$ cat src/rtl/div_pkg.sv
`default_nettype none
// +----------------------------------------------------------------------------+
// | Package     : div_pkg                                                      |
// | Description : Shared types and constants for the sequential signed divider |
// |               (state encoding, default operand width, special values).     |
// | Revision    : 1.0 - initial release                                        |
// +----------------------------------------------------------------------------+
package div_pkg;

    // Default operand / quotient / remainder width of the execute-stage datapath.
    localparam int c_default_width = 64;

    // Divider control states.
    typedef enum logic [1:0] {
        IDLE = 2'd0,
        CALC = 2'd1,
        DONE = 2'd2
    } div_state_t;

    // Special values at the default width: most-negative integer and -1.
    localparam logic [c_default_width-1:0] c_most_neg = {1'b1, {(c_default_width-1){1'b0}}};
    localparam logic [c_default_width-1:0] c_all_ones = {c_default_width{1'b1}};

endpackage : div_pkg
`default_nettype wire

$ cat src/rtl/div_step.sv
`default_nettype none
// +----------------------------------------------------------------------------+
// | Module      : div_step                                                     |
// | Description : One restoring shift-subtract step on unsigned magnitudes.    |
// |               Shifts the next dividend bit into the partial remainder and  |
// |               subtracts the divisor magnitude when it fits.                |
// | Ports       : prem_in  - partial remainder (WIDTH+1 bits)                  |
// |               dvd_bit  - next dividend bit, MSB first                      |
// |               dsr_mag  - divisor magnitude                                 |
// |               prem_out - updated partial remainder                         |
// |               q_bit    - quotient bit produced by this step                |
// | Revision    : 1.0 - initial release                                        |
// +----------------------------------------------------------------------------+
module div_step
    import div_pkg::*;
#(
    parameter int WIDTH = c_default_width
) (
    input  logic [WIDTH:0]   prem_in,
    input  logic             dvd_bit,
    input  logic [WIDTH-1:0] dsr_mag,
    output logic [WIDTH:0]   prem_out,
    output logic             q_bit
);

    logic [WIDTH:0] w_shifted;
    logic           w_fits;

    // The bit shifted out of the top can only be set if the shifted value
    // exceeds 2^(WIDTH+1) > divisor, so it forces "fits"; the difference is
    // then below the divisor and the truncated subtraction stays exact.
    assign w_shifted = {prem_in[WIDTH-1:0], dvd_bit};
    assign w_fits    = prem_in[WIDTH] | (w_shifted >= {1'b0, dsr_mag});
    assign prem_out  = w_fits ? (w_shifted - {1'b0, dsr_mag}) : w_shifted;
    assign q_bit     = w_fits;

endmodule : div_step
`default_nettype wire

$ cat src/rtl/seq_divider.sv
`default_nettype none
// +----------------------------------------------------------------------------+
// | Module      : seq_divider                                                  |
// | Description : Multi-cycle signed integer divider, one quotient bit per     |
// |               cycle (restoring), truncating toward zero, with sign fix-up  |
// |               and single-cycle handling of divide-by-zero and overflow.    |
// | Ports       : clk, rst        - clock, synchronous active-high reset       |
// |               start           - request, accepted only in IDLE             |
// |               dividend/divisor- signed operands, sampled with start        |
// |               busy            - high while not IDLE                        |
// |               done            - one-cycle result-valid pulse               |
// |               quotient/remainder - registered signed results              |
// |               div_by_zero/overflow - flags of the last completed operation |
// | Revision    : 1.0 - initial release                                        |
// +----------------------------------------------------------------------------+
module seq_divider
    import div_pkg::*;
#(
    parameter int WIDTH = c_default_width
) (
    input  logic             clk,
    input  logic             rst,
    input  logic             start,
    input  logic [WIDTH-1:0] dividend,
    input  logic [WIDTH-1:0] divisor,
    output logic             busy,
    output logic             done,
    output logic [WIDTH-1:0] quotient,
    output logic [WIDTH-1:0] remainder,
    output logic             div_by_zero,
    output logic             overflow
);

    localparam int               c_cnt_w   = $clog2(WIDTH);
    localparam logic [c_cnt_w-1:0] c_last  = c_cnt_w'(WIDTH - 1);
    localparam logic [WIDTH-1:0] c_min_val = {1'b1, {(WIDTH-1){1'b0}}};
    localparam logic [WIDTH-1:0] c_neg_one = {WIDTH{1'b1}};

    div_state_t          r_state;
    div_state_t          w_state_next;
    logic [WIDTH:0]      r_prem;      // partial remainder magnitude
    logic [WIDTH-1:0]    r_shreg;     // dividend bits out of the top, quotient bits in at the bottom
    logic [WIDTH-1:0]    r_dsr_mag;
    logic                r_q_neg;
    logic                r_r_neg;
    logic [c_cnt_w-1:0]  r_cnt;

    logic                w_is_dz;
    logic                w_is_ov;
    logic                w_last;
    logic [WIDTH:0]      w_prem_next;
    logic                w_q_bit;
    logic [WIDTH-1:0]    w_q_mag;
    logic [WIDTH-1:0]    w_r_mag;

    function automatic logic [WIDTH-1:0] abs_val(input logic [WIDTH-1:0] v);
        return v[WIDTH-1] ? -v : v;
    endfunction

    assign w_is_dz = (divisor == '0);
    assign w_is_ov = (dividend == c_min_val) && (divisor == c_neg_one);
    assign w_last  = (r_cnt == c_last);

    div_step #(
        .WIDTH (WIDTH)
    ) u_step (
        .prem_in  (r_prem),
        .dvd_bit  (r_shreg[WIDTH-1]),
        .dsr_mag  (r_dsr_mag),
        .prem_out (w_prem_next),
        .q_bit    (w_q_bit)
    );

    // Results of the final iteration, used directly for the DONE-entry fix-up.
    assign w_q_mag = {r_shreg[WIDTH-2:0], w_q_bit};
    assign w_r_mag = w_prem_next[WIDTH-1:0];

    assign busy = (r_state != IDLE);
    assign done = (r_state == DONE);

    always_ff @(posedge clk) begin
        if (rst) begin
            r_state <= IDLE;
        end else begin
            r_state <= w_state_next;
        end
    end

    always_comb begin
        w_state_next = r_state;
        case (r_state)
            IDLE: begin
                if (start) begin
                    w_state_next = (w_is_dz || w_is_ov) ? DONE : CALC;
                end
            end
            CALC: begin
                if (w_last) begin
                    w_state_next = DONE;
                end
            end
            DONE:    w_state_next = IDLE;
            default: w_state_next = IDLE;
        endcase
    end

    always_ff @(posedge clk) begin
        if (rst) begin
            r_prem      <= '0;
            r_shreg     <= '0;
            r_dsr_mag   <= '0;
            r_q_neg     <= 1'b0;
            r_r_neg     <= 1'b0;
            r_cnt       <= '0;
            quotient    <= '0;
            remainder   <= '0;
            div_by_zero <= 1'b0;
            overflow    <= 1'b0;
        end else begin
            case (r_state)
                IDLE: begin
                    if (start) begin
                        r_prem      <= '0;
                        r_shreg     <= abs_val(dividend);
                        r_dsr_mag   <= abs_val(divisor);
                        r_q_neg     <= dividend[WIDTH-1] ^ divisor[WIDTH-1];
                        r_r_neg     <= dividend[WIDTH-1];
                        r_cnt       <= '0;
                        div_by_zero <= 1'b0;
                        overflow    <= 1'b0;
                        // Divide-by-zero is tested first so it wins over overflow.
                        if (w_is_dz) begin
                            quotient    <= c_neg_one;
                            remainder   <= dividend;
                            div_by_zero <= 1'b1;
                        end else if (w_is_ov) begin
                            quotient    <= c_min_val;
                            remainder   <= '0;
                            overflow    <= 1'b1;
                        end
                    end
                end
                CALC: begin
                    r_prem  <= w_prem_next;
                    r_shreg <= w_q_mag;
                    r_cnt   <= r_cnt + 1'b1;
                    if (w_last) begin
                        quotient  <= r_q_neg ? -w_q_mag : w_q_mag;
                        remainder <= r_r_neg ? -w_r_mag : w_r_mag;
                    end
                end
                default: ;
            endcase
        end
    end

endmodule : seq_divider
`default_nettype wire
$ cat config.mk
export PLATFORM = sky130hd
export DESIGN_NAME = seq_divider
export DESIGN_NICKNAME = d
export VERILOG_FILES = /design/src/rtl/div_pkg.sv /design/src/rtl/div_step.sv /design/src/rtl/seq_divider.sv
export SDC_FILE = /design/constraint.sdc
export NUM_CORES = 1
export LEC_CHECK = 0
export CAP_MARGIN = 20
export CORE_AREA = 2 2 212 214
export DETAILED_ROUTE_END_ITERATION = 12
export DIE_AREA = 0 0 214 216
export GPL_TIMING_DRIVEN = 1
export PLACE_DENSITY_LB_ADDON = 0.15
export SLEW_MARGIN = 0
export SYNTH_ARGS = -nofsm -noshare
export SYNTH_HDL_FRONTEND = slang
export SYNTH_HIERARCHICAL = 1
export SYNTH_SLANG_ARGS = --single-unit
$ cat constraint.sdc
create_clock -name clk -period 14.35 [get_ports clk]
set_clock_uncertainty 0.15 [all_clocks]
set_input_delay 2.87 -clock clk [delete_from_list [all_inputs] [get_ports clk]]
set_output_delay 2.87 -clock clk [all_outputs]
set_load 0.005 [all_outputs]
==> metrics.md <==
| Metric | Value |
|---|---|
| Status | finished, final reports clean |
| Synth Warn # | 6 |
| Lkg Pwr | 9.85 nW |
| CP required | roughly 15000 ps |
| DRC Markers | 0 |
| Worst R2R Setup Slack | ~6700 ps |
| R2R cell count | 18 |
| Fmax | between 0.1 and 0.15 GHz |
| Vias/cell | 6.45 |
| Pwr/cell area | ~230 mW/mm² |
| Ys flop type | dfxtp_1 |
| CTS tree | done |
| Post-layout instance area | between 0.02 and 0.03 mm² |
| Vias in the first global route | around 23000 |
| CTS resizes | 0 |
| Fill cells | roughly 3900 |
| Total GRT Usage | 0.348 |
| Post-Route WL | around 84000 µm |
| Fraction of layout cells with a size suffix above 1 | 0.0526 |
| TritonCTS Buffers | 39 |
| Die height | between 200 and 250 µm |
| Hold Crit Depth | 2 |
| Pre-Repair DR Iteration Count | 6 |
| Routed vias | roughly 25000 |
| CTS sink count | between 300 and 400 |
| Met2 WL | just under 40000 µm |
| Final HPWL DP | ~63000 µm |
| Critical Path End Type | register |
| Slew @ Worst Pin | approximately 1100 ps |
| Nets | about 3500 |
| Global-route wire length before repair | ~130000 µm |
| Reg2reg end | remainder[59] |
| Crit-path leading delay family | simple AND/OR/NAND/NOR gates |
| Post-route worst setup slack | 6600 ps |
| HP Class | register to register |
| Synth Instances | ~3200 |
| Wl on met1 | about 35000 µm |
| Largest area contributor in the netlist | dfxtp_1 |
| Setup Viol. Count Final | 0 |
| WP data arrival | a little over 8000 ps |
| Hold_buf cts | 0 |
| Largest net degree at the start of global routing | 110 |
| Slew Limit Fails | 0 |
| Max cap viols | 0 |
| Worst path bufs/invs | 2 |
| Post-Place Cells | between 3000 and 4000 |
| Critical path's slowest cell | o31a_2 |
| Row cnt | between 70 and 80 |
| FFs w/ async S/R, synth | 0 |
| Overflow after GRT | 0 |
| Antenna viol nets, final | 0 |
| H-tree levels | 2 |
| CTS Buffer Depth | 3 |
| Final TNS setup | 0 ps |
| Synthesized area | 0.0239 mm² |
| DP Worst Slack | roughly 6200 ps |
| Post-Syn Nets | between 3000 and 4000 |
| Top Metal Used | met5 |
| IR drop worst, VDD | between 0.15 and 0.2 mV |
| Worst r2r src | r_prem[15] |
| Hold path start | quotient[25] |
| WS Path Type | input pin to register |
| Sequence of cells on the critical path | clkdlybuf4s50_1 > or4_4 > or4_1 > nor4_2 > and3_1 > o31a_2 > buf_4 > nor2_1 > a311oi_1 |
| Post-synth EDFFs | 0 |
| Post-synthesis cell type count | 92 |
| Die ar. | 0.0462 mm² |
| CTS root buf | clkbuf_16 |
| Fin crit share | 0.540 |
| Syn Area/Cell | ~7.4 µm² |
| I/O pins | ~260 |
| Area fraction of the dominant cell type after synthesis | 0.279 |
| Worst-path clk slew | 60 ps |
| Routed wl met3 | a little over 6000 µm |
| Placed Area | 0.0265 mm² |
| Starting density of the core | 0.545 |
| Initial DRC Count | ~2700 |
| Post-CTS Setup Repair Bufs | 0 |
| Non-Filler Instances | between 3000 and 4000 |
| Levels on crit path | 9 |
| Main area contributors after synthesis | dfxtp_1 (28%), xnor2_1 (6.3%), a21oi_1 (6.0%) |
| Clock latency at the later pin of the worst-skew pair | 570 ps |
| Crit-path max FO | 97 |
| CP max stage delay | 960 ps |
| Startpoint Class | input pin |
| Flops & latches, synth | 333 |
| Port Buf Inserts | between 200 and 300 |
| Area grow syn2layout | 16.5% |
| Routed len/inst | 21.5 µm |
| Overall power | between 0.006 and 0.007 W |
| Routability cong. | 0.954 |
| Initial antenna violation count | 4 |
| Fin crit period | about 7800 ps |
| DIE WIDTH | approximately 210 µm |
| Worst Hold End | quotient[25] |
| Final hold viol count | 0 |
| Total core area | 0.0438 mm² |
| RSZ-0062 raised after global routing | no |
| Max-slew headroom | 0.287 |
| Sequential share of the synthesized area | 0.279 |
metrics by stage:
| step | utilization | hold slack [ps] |
|---|---|---|
| 6_report | 0.635 | 305 |
| 4_1_cts | 0.634 | 303 |
| 3_3_place_gp | 0.604 | 295 |
| 5_1_grt | 0.635 | 334 |
| 3_5_place_dp | 0.604 | 295 |
| 2_1_floorplan | - | 286 |
layout make-up:
cell class | count | area [µm²] | area share
Clock buffer | 53 | 1130 | 0.0406
Inverter | 106 | 398 | 0.0143
Multi-Input combinational cell | 2526 | 15800 | 0.568
Antenna cell | 2 | 5.00 | 0.000180
Sequential cell | 333 | 6670 | 0.240
Clock inverter | 14 | 181 | 0.00652
Tap cell | 592 | 741 | 0.0266
Timing Repair Buffer | 293 | 2890 | 0.104
metal layers:
metal	vias up	track usage
met5	-	0
met4	4	0.165
met3	236	0.0378
met2	1206	0.581
met1	11900	0.451
li1	12000	-
worst min-delay path: stages, from the launching register on:
cell     delay (ps)
dfxtp_1         310
nand2_1          50
a21oi_1          50
flip-flops by register name, indices dropped and copies added, names as in the netlist:
signal / cells
r_shreg: 64
r_state: 2
remainder: 64
r_q_neg: 1
overflow: 1
r_prem: 65
r_r_neg: 1
quotient: 64
r_cnt: 6
r_dsr_mag: 64
div_by_zero: 1
cells in the final DEF, fill, tap and decap left out, types with 48 or more instances in the layout:
cell type / instances
nand4_1: 50
a21oi_1: 285
nor2_1: 270
o41ai_1: 48
xnor2_1: 171
a22oi_1: 97
or3_1: 59
a211oi_1: 95
xor2_1: 114
clkdlybuf4s50_1: 259
ha_1: 70
o21ai_0: 218
dfxtp_1: 332
nand3_1: 153
inv_1: 104
nand2_1: 301
nor3_1: 66
o31ai_1: 68
cells by family (layout without fill, tap and decap cells):
group / count (synthesis) / after routing / synth area share
other cells: 0 / 2 / 0
simple gates: 1125 / 1125 / 0.234
mux: 14 / 14 / 0.00602
compound gates: 1031 / 1031 / 0.278
flops: 333 / 333 / 0.279
fa+ha+maj: 71 / 71 / 0.0375
xor+xnor: 285 / 285 / 0.105
buf+inv: 348 / 466 / 0.0606
synth_stat cells (70+ instances only):
master	instances
a211oi_1	95
a21oi_1	286
a22oi_1	97
clkbuf_1	158
dfxtp_1	333
ha_1	70
inv_1	104
nand2_1	302
nand3_1	153
nor2_1	273
o21ai_0	218
xnor2_1	171
xor2_1	114
worst max path at each step:
stage	start	end
5_1_grt	r_dsr_mag[16]	remainder[59]
2_1_floorplan	dividend[49]	quotient[2]
6_report	divisor[55]	remainder[59]
3_5_place_dp	divisor[55]	remainder[59]
3_3_place_gp	divisor[48]	quotient[51]
4_1_cts	divisor[55]	remainder[59]
power breakdown:
group / internal (W) / switching [W]
Sequential: 0.00102 / 0.0000927
Combinational: 0.00138 / 0.00290
Clock: 0.000605 / 0.000414
Power figures use the tool's default switching activity.
